--- src/rtl/debounce_multi.sv ---
// debounce_multi: N_CH independent push-button debouncers with
// 2-flop sync, press/release edge pulses and a one-shot long-press pulse.
//
// Ports:
//   clk        - single clock, all state on rising edge
//   rst_n      - synchronous active-low reset
//   tick       - sample enable for the stability and hold counters
//   pb_in      - raw asynchronous button levels [N_CH]
//   pb_deb     - debounced, registered button state [N_CH]
//   press      - one-clk pulse on each debounced 0->1 [N_CH]
//   release_o  - one-clk pulse on each debounced 1->0 [N_CH]
//   long_press - one-clk pulse after HOLD_CNT ticks held [N_CH]
module debounce_multi #(
    parameter int unsigned N_CH       = 4,
    parameter int unsigned STABLE_CNT = 16,
    parameter int unsigned HOLD_CNT   = 1000,
    parameter int unsigned ACTIVE_LOW = 0
) (
    input  logic            clk,
    input  logic            rst_n,
    input  logic            tick,
    input  logic [N_CH-1:0] pb_in,
    output logic [N_CH-1:0] pb_deb,
    output logic [N_CH-1:0] press,
    output logic [N_CH-1:0] release_o,
    output logic [N_CH-1:0] long_press
);

    localparam int unsigned SW = $clog2(STABLE_CNT + 1);
    localparam int unsigned HW = $clog2(HOLD_CNT + 1);

    localparam logic [SW-1:0] STAB_LAST = SW'(STABLE_CNT - 1);
    localparam logic [HW-1:0] HOLD_MAX  = HW'(HOLD_CNT);
    localparam logic [HW-1:0] HOLD_LAST = HW'(HOLD_CNT - 1);

    logic [N_CH-1:0] s1_q, s1_d;
    logic [N_CH-1:0] s2_q, s2_d;
    logic [N_CH-1:0] deb_q, deb_d;
    logic [N_CH-1:0] press_q, press_d;
    logic [N_CH-1:0] rel_q, rel_d;
    logic [N_CH-1:0] long_q, long_d;
    logic [N_CH-1:0] flip;

    logic [N_CH-1:0][SW-1:0] stab_q, stab_d;
    logic [N_CH-1:0][HW-1:0] hold_q, hold_d;

    always_comb begin
        s1_d    = (ACTIVE_LOW != 0) ? ~pb_in : pb_in;
        s2_d    = s1_q;
        deb_d   = deb_q;
        press_d = '0;
        rel_d   = '0;
        long_d  = '0;
        flip    = '0;
        stab_d  = stab_q;
        hold_d  = hold_q;

        for (int ch = 0; ch < N_CH; ch++) begin
            // Stability counter: counts consecutive disagreeing ticks.
            if (tick) begin
                if (s2_q[ch] == deb_q[ch]) begin
                    stab_d[ch] = '0;
                end else if (stab_q[ch] == STAB_LAST) begin
                    flip[ch]   = 1'b1;
                    stab_d[ch] = '0;
                end else begin
                    stab_d[ch] = stab_q[ch] + SW'(1);
                end
            end

            deb_d[ch]   = deb_q[ch] ^ flip[ch];
            press_d[ch] = flip[ch] & ~deb_q[ch];
            rel_d[ch]   = flip[ch] & deb_q[ch];

            // A falling edge clears the hold count on the same edge,
            // which also keeps long_press out of the release cycle.
            if (!deb_q[ch] || flip[ch]) begin
                hold_d[ch] = '0;
            end else if (tick && hold_q[ch] != HOLD_MAX) begin
                hold_d[ch] = hold_q[ch] + HW'(1);
                long_d[ch] = (hold_q[ch] == HOLD_LAST);
            end
        end
    end

    always_ff @(posedge clk) begin
        if (!rst_n) begin
            s1_q    <= '0;
            s2_q    <= '0;
            deb_q   <= '0;
            press_q <= '0;
            rel_q   <= '0;
            long_q  <= '0;
            stab_q  <= '0;
            hold_q  <= '0;
        end else begin
            s1_q    <= s1_d;
            s2_q    <= s2_d;
            deb_q   <= deb_d;
            press_q <= press_d;
            rel_q   <= rel_d;
            long_q  <= long_d;
            stab_q  <= stab_d;
            hold_q  <= hold_d;
        end
    end

    assign pb_deb     = deb_q;
    assign press      = press_q;
    assign release_o  = rel_q;
    assign long_press = long_q;

endmodule
--- config.mk ---
export PLATFORM = sky130hd
export DESIGN_NAME = debounce_multi
export DESIGN_NICKNAME = d
export VERILOG_FILES = /design/src/rtl/debounce_multi.sv
export SDC_FILE = /design/constraint.sdc
export NUM_CORES = 1
export LEC_CHECK = 0
export CAP_MARGIN = 0
export CORE_AREA = 2 2 100 102
export CTS_CLUSTER_DIAMETER = 200
export DETAILED_ROUTE_END_ITERATION = 16
export DIE_AREA = 0 0 102 104
export PLACE_DENSITY_LB_ADDON = 0.05
export SETUP_SLACK_MARGIN = 0.15
export SLEW_MARGIN = 15
export SYNTH_ARGS = -nofsm -noshare
export SYNTH_HDL_FRONTEND = slang
export SYNTH_SLANG_ARGS = --single-unit
--- constraint.sdc ---
create_clock -name clk -period 2.4 [get_ports clk]
set_clock_uncertainty 0.05 [all_clocks]
set_input_delay 0.48 -clock clk [delete_from_list [all_inputs] [get_ports clk]]
set_output_delay 0.48 -clock clk [all_outputs]
set_load 0.01 [all_outputs]
==> results of run 1 <==
## area by class of cell
type | count | area, um2
fill | 938 | 4710
multi-input combinational | 340 | 2170
sequential | 84 | 1680
timing repair buffer | 57 | 495
clock buffer | 13 | 169
tap | 133 | 166
inverter | 24 | 90.1
clock inverter | 3 | 67.6
## report_power, final
group          total, uW  internal, uW  switching (uW)  leakage (uW)
Clock               1170           672             501      0.000116
Combinational       90.1          40.3            49.8      0.000830
Sequential          1400          1400            3.26      0.000678
Total               2670          2110             554       0.00162
## state kept, by name, indices dropped and copies added, names as in the netlist
register	flops
press	4
s2_q	4
long_press	4
stab_q	20
release_o	4
pb_deb	4
s1_q	4
hold_q	40
## critical path, stage by stage
cell,delay (ns)
sky130_fd_sc_hd__clkdlybuf4s50_1,0.45
sky130_fd_sc_hd__buf_4,0.17
sky130_fd_sc_hd__nand2_1,0.09
sky130_fd_sc_hd__or3_1,0.36
sky130_fd_sc_hd__ha_1,0.25
sky130_fd_sc_hd__and4_1,0.22
sky130_fd_sc_hd__a32oi_1,0.17
sky130_fd_sc_hd__nand3_1,0.09
## cell usage in the layout (no fill, tap or decap), types with 2 or more instances in the layout
master | synthesis | routed
sky130_fd_sc_hd__nand4_2 | 2 | 2
sky130_fd_sc_hd__clkbuf_8 | 0 | 12
sky130_fd_sc_hd__or4_1 | 20 | 20
sky130_fd_sc_hd__clkdlybuf4s50_1 | 0 | 22
sky130_fd_sc_hd__buf_4 | 1 | 34
sky130_fd_sc_hd__dfxtp_1 | 84 | 84
sky130_fd_sc_hd__nor2_1 | 17 | 17
sky130_fd_sc_hd__a21oi_1 | 36 | 36
sky130_fd_sc_hd__bufinv_16 | 0 | 2
sky130_fd_sc_hd__ha_1 | 24 | 24
sky130_fd_sc_hd__or4b_1 | 4 | 4
sky130_fd_sc_hd__and4_1 | 4 | 4
sky130_fd_sc_hd__o2111ai_1 | 6 | 6
sky130_fd_sc_hd__a22oi_1 | 4 | 4
sky130_fd_sc_hd__nand3_1 | 41 | 41
sky130_fd_sc_hd__o21ai_1 | 4 | 4
sky130_fd_sc_hd__inv_1 | 23 | 23
sky130_fd_sc_hd__a31oi_1 | 4 | 4
sky130_fd_sc_hd__nand2_1 | 41 | 41
sky130_fd_sc_hd__nand4b_1 | 5 | 5
sky130_fd_sc_hd__nand4_1 | 12 | 12
sky130_fd_sc_hd__nor3_1 | 11 | 11
sky130_fd_sc_hd__o21ai_0 | 16 | 16
sky130_fd_sc_hd__nor2b_1 | 4 | 4
sky130_fd_sc_hd__nand3b_1 | 4 | 4
sky130_fd_sc_hd__and2_1 | 20 | 20
sky130_fd_sc_hd__and4b_1 | 4 | 4
sky130_fd_sc_hd__o22ai_1 | 4 | 4
sky130_fd_sc_hd__or3_1 | 23 | 23
sky130_fd_sc_hd__o31ai_1 | 12 | 12
sky130_fd_sc_hd__xor2_1 | 12 | 12
sky130_fd_sc_hd__a32oi_1 | 4 | 4
## metal layers
layer | vias up | wire length, um | GRT usage (%)
li1 | 1808 | - | -
met1 | 1646 | 4320 | 23.7
met2 | 29 | 3710 | 25.4
met3 | 13 | 181 | 3.36
met4 | 0 | 176 | 8.00
met5 | - | 0 | 0
## stage by stage
stage	util, %	total power (uW)
CTS	50.7	2710
global placement	48.2	1530
detailed placement	48.2	1530
global route	50.7	2780
floorplan	-	1480
finish	50.7	2670
## path summary, 6_finish.rpt
kind         slack, ns  cells past startpoint        from          to
max               0.31                      8        tick   hold_q[1]
min               0.38                      2  stab_q[19]  stab_q[19]
max reg2reg       0.31                      7  stab_q[15]  hold_q[30]
min reg2reg       0.38                      2  stab_q[19]  stab_q[19]
## cell families (layout without fill, tap and decap cells)
group | count (synthesis) | in the layout | share of synthesized area (%)
simple gates | 214 | 214 | 30.6
compound gates | 90 | 90 | 13.5
flops | 84 | 84 | 42.1
buf+inv | 37 | 97 | 3.66
fa+ha+maj | 24 | 24 | 7.52
xor+xnor | 12 | 12 | 2.63
==> summary.txt, run 1 <==
Global route
  • Remaining global-route overflow: 0
  • First-pass GRT wire length: 14800 um
  • Vias in the first global route: 3206
  • Number of antenna violations at the first check in global routing: 0
  • Maximum number of pins on one net before global-route repair: 40
  • GRT Total Usage: 17.1%

Final layout
  • Post-Layout Cell Count: 654
  • Post-route design area: 0.00484 mm2
  • Net count, final: 547
  • Layout overhead on the synthesized area: 21.1%
  • Fraction of layout instances using a drive strength above 1: 10.4%
  • Antenna cell count: 0

Setup path
  • Largest driver fanout on the critical path: 10
  • Critical path class: in2reg
  • CP Capture Type: register
  • Worst setup SP type: input pin
  • Req. time, crit path: 2.60 ns
  • Data arrival, critical path: 2.29 ns

Die
  • Rows: 36
  • Io pins: 23
  • Core area: 0.00955 mm2
  • Die height: 104 um
  • Starting utilization of the core area: 41.8%
  • Die boundary width: 102 um
  • Die ar.: 0.0106 mm2

Clock tree
  • Number of buffers added by the clock tree synthesis step: 9
  • Clock net sink count: 84
  • Total number of H-tree levels: 3
  • Clock transition at path regs: 0.08 ns
  • Maximum clock path buffer count: 2
  • CTS tree: done
  • Hold buffer count at CTS: 0
  • Clock latency of the later-clocked register in the worst-skew pair: 0.36 ns
  • Post-CTS Setup Repair Bufs: 0
  • Root buffer cell: sky130_fd_sc_hd__clkbuf_8
  • Number of gates resized after CTS: 0

Drt
  • Total DRC errors in the routed layout: 0
  • Vias per std cell: 5.35
  • Routed via count: 3496
  • Post-detailed-route wirelength per cell: 12.8 um
  • Iteration-0 DRC Markers: 86
  • Wire length after detailed routing: 8390 um
  • First-pass DRT Iterations: 4
  • Antenna viol nets, final: 0

Synth
  • Biggest area contributors in the synthesized netlist: sky130_fd_sc_hd__dfxtp_1, sky130_fd_sc_hd__ha_1, sky130_fd_sc_hd__nand3_1, sky130_fd_sc_hd__a21oi_1, sky130_fd_sc_hd__nand2_1
  • Top cells by count, synth: sky130_fd_sc_hd__dfxtp_1, sky130_fd_sc_hd__nand2_1, sky130_fd_sc_hd__nand3_1
  • Average footprint of a synthesized cell: 8.67 um2
  • Async set-reset flop share out of synthesis: 0%
  • Count of flip-flops with a built-in enable after synthesis: 0
  • Number of cells produced by synthesis: 461
  • Combined area of all synthesized cells: 0.00400 mm2
  • Count of cell types in the netlist: 34
  • Post-synthesis sequential element count: 84
  • Proportion of synthesized chip area in sequential cells: 42.1%
  • Most repeated cell in the gate-level netlist after synthesis: sky130_fd_sc_hd__dfxtp_1
  • Number of synthesis warnings: 0
  • Library cell with the largest summed area after synthesis: sky130_fd_sc_hd__dfxtp_1
  • Most used flip-flop cell after synthesis: sky130_fd_sc_hd__dfxtp_1
  • Synth top area share: 42.1%
  • Net count after synthesis: 492

Timing
  • RSZ-0062 raised after global routing: false
  • Max Transition Viols Final: 0
  • Worst slack on hold paths: 0.379 ns
  • Final Hold Viols: 0
  • Tmin final: 2.09 ns
  • Slew at the pin closest to its max-slew limit: 0.485 ns
  • Fraction of the cycle the final worst path needs: 87.2%
  • Final worst setup slack: 0.307 ns
  • Post-route setup TNS: 0 ns
  • Number of setup violations in the final report: 0
  • Highest clock frequency the design can meet: 478 MHz
  • Relative slew slack: 67.7%

Placed design
  • Post-placement cell count: 638
  • Detailed Place HPWL: 5920 um
  • Count of buffers from port buffering: 22
  • Setup slack after placement: -0.0760 ns
  • Placed instance area: 0.00460 mm2
  • Final weighted congestion in routability-driven placement: 0.789

Run status
  • Result of the run: completed

Min path
  • Class of the tightest hold or removal check: reg2reg

Power and ir drop
  • Worst ir drop on vdd: 0.278 mV
  • Power Density: 551 mW/mm2
  • Static Leak: 0.00162 uW

Run
  • Number of max-cap violations: 0
Note: power is estimated with default switching activity, not from simulation.
==> run 2, diff against run 1 <==
clock period = 2.6 ns   (was 2.4 ns; I/O delays follow)
==> run 2 against run 1 <==
Net effect: final cell count shrank 2.1%; routed wire length shrank 1.6%; clock power shrank 30%; largest cell class unchanged; hold slack gained 0.0067 ns; combinational power shrank 14%; largest power group unchanged; via count shrank 1.2%; register-to-register slack gained 0.24 ns.
==> summary.txt, run 2 (same netlist as run 1, synthesis figures left out) <==
Global route
  • First-pass GRT wire length: 14600 um (-1.7%)
  • GRT Total Usage: 16.6% (-0.49 points)
  • Number of antenna violations at the first check in global routing: 0 (unchanged)
  • Remaining global-route overflow: 0 (unchanged)
  • Maximum number of pins on one net before global-route repair: 40 (unchanged)
  • Vias in the first global route: 3092 (-3.6%)

Drt
  • Post-detailed-route wirelength per cell: 12.9 um (+0.59%)
  • Vias per std cell: 5.40 (+0.96%)
  • Iteration-0 DRC Markers: 131 (+52%)
  • Wire length after detailed routing: 8260 um (-1.6%)
  • Total DRC errors in the routed layout: 0 (unchanged)
  • Routed via count: 3454 (-1.2%)
  • First-pass DRT Iterations: 4 (unchanged)
  • Antenna viol nets, final: 0 (unchanged)

Final layout
  • Top reg by flops: hold_q
  • Fraction of layout instances using a drive strength above 1: 7.89% (-2.5 points)
  • Number of flip-flops in the largest register: 40 (unchanged)
  • Net count, final: 534 (-2.4%)
  • Highest-count cells in the layout ignoring fill and taps: sky130_fd_sc_hd__dfxtp_1, sky130_fd_sc_hd__nand2_1, sky130_fd_sc_hd__nand3_1, sky130_fd_sc_hd__a21oi_1, sky130_fd_sc_hd__ha_1
  • Fillers: 965 (+2.9%)
  • Layout overhead on the synthesized area: 16.6%
  • Largest registers: hold_q: 40 flops, stab_q: 20 flops
  • Leading cell type in the layout, fill and taps excluded: sky130_fd_sc_hd__dfxtp_1
  • Antenna cell count: 0 (unchanged)

Setup path
  • Largest driver fanout on the critical path: 12 (+2)
  • Worst Path Buf+Inv: 2 (unchanged)
  • Ordered list of cells on the worst path: clkdlybuf4s50_1, buf_4, nand2_1, or3_1, ha_1, and4b_1, a22oi_1, nand3_1
  • Biggest cell delay along the critical path: 0.46 ns (about the same)
  • Critical path's top delay family: simple AND/OR/NAND/NOR gates
  • Worst setup SP type: input pin
  • CP Capture Type: register
  • Data arrival, critical path: 2.37 ns (+0.08 ns)
  • Crit-path slowest cell: sky130_fd_sc_hd__clkdlybuf4s50_1
  • Critical path class: in2reg
  • Req. time, crit path: 2.79 ns (+0.19 ns)

Clock tree
  • Maximum clock path buffer count: 2 (unchanged)
  • Root buffer cell: sky130_fd_sc_hd__clkbuf_8
  • Number of gates resized after CTS: 0 (unchanged)
  • CTS tree: done
  • Hold buffer count at CTS: 0 (unchanged)
  • Post-CTS Setup Repair Bufs: 0 (unchanged)
  • Total number of H-tree levels: 3 (unchanged)
  • Clock transition at path regs: 0.08 ns (about the same)
  • Clock latency of the later-clocked register in the worst-skew pair: 0.35 ns (about the same)
  • Clock net sink count: 84 (unchanged)
  • Number of buffers added by the clock tree synthesis step: 9 (unchanged)

Timing
  • Max Transition Viols Final: 0 (unchanged)
  • Post-route setup TNS: 0 ns (unchanged)
  • Tmin final: 2.18 ns
  • Final Hold Viols: 0 (unchanged)
  • Fraction of the cycle the final worst path needs: 83.8%
  • RSZ-0062 raised after global routing: false
  • Relative slew slack: 66.9% (-0.71 points)
  • Slew at the pin closest to its max-slew limit: 0.495 ns (+0.0106 ns)
  • Highest clock frequency the design can meet: 459 MHz
  • Number of setup violations in the final report: 0 (unchanged)

Power and ir drop
  • Power Density: 470 mW/mm2 (-15%)
  • Static Leak: 0.00153 uW (-5.8%)
  • Worst ir drop on vdd: 0.249 mV (-10%)
  • Final Total Pwr: 2190 uW (-18%)

Die
  • Starting utilization of the core area: 41.8% (unchanged)
  • Die height: 104 um (unchanged)
  • Die boundary width: 102 um (unchanged)
  • Die ar.: 0.0106 mm2 (unchanged)
  • Io pins: 23 (unchanged)
  • Core area: 0.00955 mm2 (unchanged)
  • Rows: 36 (unchanged)

Placed design
  • Detailed Place HPWL: 5820 um (-1.7%)
  • Final weighted congestion in routability-driven placement: 0.771 (-2.3%)
  • Count of buffers from port buffering: 22 (unchanged)

Min path
  • Class of the tightest hold or removal check: reg2reg

Run status
  • Result of the run: completed

Run
  • Number of max-cap violations: 0 (unchanged)
[run 2: cell types whose count changed in the layout (fill, tap and decap cells not counted), sizes merged]
cell,change
bufinv,-2
clkbuf,-2
buf,-13
clkinv,+3
[run 2: cell type report]
| class | count | area [um2] | share of cell area [%] |
|---|---|---|---|
| clock inverter | 4 | 26.3 | 0.564 |
| sequential | 84 | 1680 | 36.1 |
| clock buffer | 11 | 141 | 3.04 |
| tap | 133 | 166 | 3.57 |
| multi-input combinational | 340 | 2170 | 46.5 |
| timing repair buffer | 44 | 385 | 8.27 |
| inverter | 24 | 90.1 | 1.93 |
[run 2: metrics by stage]
step / cells / setup slack [ns] / instance area [um2] / utilization (%) / hold WS, ns
after detailed placement: 625 / 0.0748 / 4490 / 47.0 / 0.368
after CTS: 640 / 0.433 / 4660 / 48.8 / 0.388
final: 640 / 0.420 / 4660 / 48.8 / 0.386
after global routing: 640 / 0.239 / 4660 / 48.8 / 0.410
after global placement: 625 / 0.104 / 4490 / 47.0 / 0.368
after floorplan: 461 / 0.473 / 4000 / - / 0.360
[run 2: layer usage]
metal | track usage (%) | wire (um) | vias up
met5 | 0 | 0 | -
met4 | 5.43 | 82 | 0
met3 | 2.62 | 196 | 7
met2 | 24.7 | 3680 | 41
met1 | 24.5 | 4300 | 1619
li1 | - | - | 1787
[run 2: worst paths after layout]
| check | from | end | slack [ns] | cells after the start |
|---|---|---|---|---|
| max reg2reg | pb_deb[2] | hold_q[20] | 0.55 | 7 |
| min | stab_q[19] | stab_q[19] | 0.39 | 2 |
| min reg2reg | stab_q[19] | stab_q[19] | 0.39 | 2 |
| max | tick | hold_q[0] | 0.42 | 8 |
[run 2: where the power goes]
group,leakage (uW),switching (uW),internal [uW]
Clock,0.0000852,447,367
Sequential,0.000678,3.07,1290
Combinational,0.000766,45.7,31.9
Total,0.00153,496,1690
[run 2: tightest hold or removal path, cell delays in order (launching register included)]
cell and delay, ns:
sky130_fd_sc_hd__dfxtp_1 0.31, sky130_fd_sc_hd__nand2_1 0.05, sky130_fd_sc_hd__nor2_1 0.04
==> run 3, diff against run 2 <==
clock period = 2.22 ns   (was 2.6 ns; I/O delays follow)
==> run 3 against run 2 <==
Net effect: combinational power increased by 31%; die area unchanged; clock power increased by 60%; register-to-register slack got worse by 0.29 ns; non-clock buffer count increased by 19; clock-buffer cell count decreased by 2; routed wire length increased by 5.1%; critical path type unchanged; largest cell class unchanged; highest routed layer unchanged.
==> summary.txt, run 3 (same netlist as run 1, synthesis figures left out) <==
Setup path
  • Worst setup SP type: input pin
  • Critical path class: in2reg
  • Largest driver fanout on the critical path: 10 (-2)
  • Cell count of the worst reg-to-reg path: 7 (unchanged)
  • CP Capture Type: register
  • Worst setup slack for register-to-register paths: 0.26 ns (-0.29 ns)
  • Worst r2r dst: hold_q[11]
  • Data arrival, critical path: 2.20 ns (-0.17 ns)
  • Req. time, crit path: 2.42 ns (-0.37 ns)
  • Worst R2R Start: stab_q[5]

Min path
  • Class of the tightest hold or removal check: reg2reg
  • Launch point of the worst hold path: stab_q[19]
  • Endpoint with the worst hold slack: stab_q[19]
  • Cell count of the worst hold path: 2 (unchanged)

Timing
  • Highest clock frequency the design can meet: 499 MHz
  • Post-route setup TNS: 0 ns (unchanged)
  • Number of setup violations in the final report: 0 (unchanged)
  • Fraction of the cycle the final worst path needs: 90.2%
  • Relative slew slack: 71.3% (+4.4 points)
  • Tmin final: 2.00 ns
  • Final Hold Viols: 0 (unchanged)
  • Slew at the pin closest to its max-slew limit: 0.430 ns (-0.0654 ns)
  • Final worst setup slack: 0.218 ns (-0.203 ns)
  • RSZ-0062 raised after global routing: true
  • Max Transition Viols Final: 0 (unchanged)

Clock tree
  • Maximum clock path buffer count: 2 (unchanged)
  • CTS tree: done
  • Clock latency of the later-clocked register in the worst-skew pair: 0.36 ns (about the same)
  • Root buffer cell: sky130_fd_sc_hd__clkbuf_8
  • Total number of H-tree levels: 3 (unchanged)
  • Clock transition at path regs: 0.08 ns (about the same)
  • Number of buffers added by the clock tree synthesis step: 9 (unchanged)
  • Clock net sink count: 84 (unchanged)

Run status
  • Result of the run: completed

Run
  • Number of max-cap violations: 0 (unchanged)

Final layout
  • Number of flip-flops in the largest register: 40 (unchanged)
  • Highest-count cells in the layout ignoring fill and taps: sky130_fd_sc_hd__dfxtp_1, sky130_fd_sc_hd__nand2_1, sky130_fd_sc_hd__nand3_1, sky130_fd_sc_hd__buf_4, sky130_fd_sc_hd__a21oi_1
  • Fillers: 904 (-6.3%)
  • Post-Layout Cell Count: 659 (+3.0%)
  • Largest registers: hold_q: 40 flops, stab_q: 20 flops
  • Post-route design area: 0.00493 mm2 (+5.9%)
  • Top reg by flops: hold_q
  • Antenna cell count: 0 (unchanged)
  • Share of the core filled with cells in the final layout: 51.7% (+2.9 points)
  • Layout overhead on the synthesized area: 23.5%
  • Net count, final: 553 (+3.6%)
  • Fraction of layout instances using a drive strength above 1: 13.3% (+5.4 points)
  • Leading cell type in the layout, fill and taps excluded: sky130_fd_sc_hd__dfxtp_1

Drt
  • Vias per std cell: 5.31 (-1.7%)
  • First-pass DRT Iterations: 4 (unchanged)
  • Antenna viol nets, final: 0 (unchanged)
  • Post-detailed-route wirelength per cell: 13.2 um (+2.1%)
  • Iteration-0 DRC Markers: 103 (-21%)
  • Wire length after detailed routing: 8680 um (+5.1%)
  • Total DRC errors in the routed layout: 0 (unchanged)
  • Routed via count: 3497 (+1.2%)

Die
  • Core area: 0.00955 mm2 (unchanged)
  • Die height: 104 um (unchanged)
  • Die boundary width: 102 um (unchanged)
  • Starting utilization of the core area: 41.8% (unchanged)
  • Die ar.: 0.0106 mm2 (unchanged)
  • Io pins: 23 (unchanged)
  • Rows: 36 (unchanged)

Placed design
  • Detailed Place HPWL: 6230 um (+7.1%)
  • Post-placement cell count: 644 (+3.0%)
  • Count of buffers from port buffering: 22 (unchanged)
  • Placed instance area: 0.00467 mm2 (+4.0%)
  • Final weighted congestion in routability-driven placement: 0.834 (+8.1%)
  • Setup slack after placement: -0.218 ns (-0.292 ns)

Power and ir drop
  • Static Leak: 0.00164 uW (+7.5%)
  • Power Density: 593 mW/mm2 (+26%)
  • Worst ir drop on vdd: 0.407 mV (+64%)

Global route
  • Remaining global-route overflow: 0 (unchanged)
  • Maximum number of pins on one net before global-route repair: 26 (-35%)
  • First-pass GRT wire length: 14700 um (+1.3%)
  • Number of antenna violations at the first check in global routing: 0 (unchanged)
  • Vias in the first global route: 3126 (+1.1%)
  • GRT Total Usage: 17.1% (+0.49 points)
==> run 3: changes by cell type in the layout (fill, tap and decap cells not counted), sizes merged <==
cell,change
clkbuf,-2
buf,+19
bufinv,+3
clkinv,-2
clkinvlp,+1
==> run 3: how the worst max path moves through the flow <==
stage	startpoint	to	cells after the start
after CTS	tick	hold_q[20]	8
after global placement	tick	hold_q[0]	8
after detailed placement	tick	hold_q[20]	8
after global routing	stab_q[5]	hold_q[10]	7
after floorplan	tick	hold_q[30]	8
final	tick	hold_q[11]	8
==> run 3: power by group <==
group          switching [uW]  internal, uW
sequential               4.45          1510
clock                     561           742
combinational            56.0          46.2
total                     622          2300
==> run 3: final cells by class <==
type	count	area, um2	share of cell area, %
sequential	84	1680	34.1
tap	133	166	3.37
timing repair buffer	63	544	11.0
clock inverter	6	114	2.31
multi-input combinational	340	2210	44.8
clock buffer	9	124	2.51
inverter	24	90.1	1.83
==> run 3: what timing repair did <==
action / in CTS / in global routing
resized for setup: 0 / 8
hold buffers: 0 / 0
endpoints found under the setup margin: 0 / 8
buffers inserted: 0 / 0
==> run 3: per-stage QoR <==
step           total power [uW]  hold WS, ns
4_1_cts                    2980        0.387
2_1_floorplan              1600        0.360
3_5_place_dp               1660        0.370
5_1_grt                    3050        0.397
6_report                   2920        0.387
3_3_place_gp               1650        0.367
==> run 3: per-layer routing <==
layer | vias up | wire [um] | global-route usage (%)
met5 | - | 0 | 0
met4 | 0 | 113 | 5.24
met3 | 12 | 303 | 4.30
met2 | 41 | 3920 | 25.8
met1 | 1622 | 4340 | 24.0
li1 | 1822 | - | -
==> run 3: worst max-delay path: stages <==
cell and delay (ns):
sky130_fd_sc_hd__clkdlybuf4s50_1 0.48, sky130_fd_sc_hd__buf_6 0.15, sky130_fd_sc_hd__nand2_1 0.07, sky130_fd_sc_hd__or3_1 0.35, sky130_fd_sc_hd__ha_2 0.21, sky130_fd_sc_hd__and4_1 0.22
sky130_fd_sc_hd__a32oi_1 0.18, sky130_fd_sc_hd__nand3_1 0.09
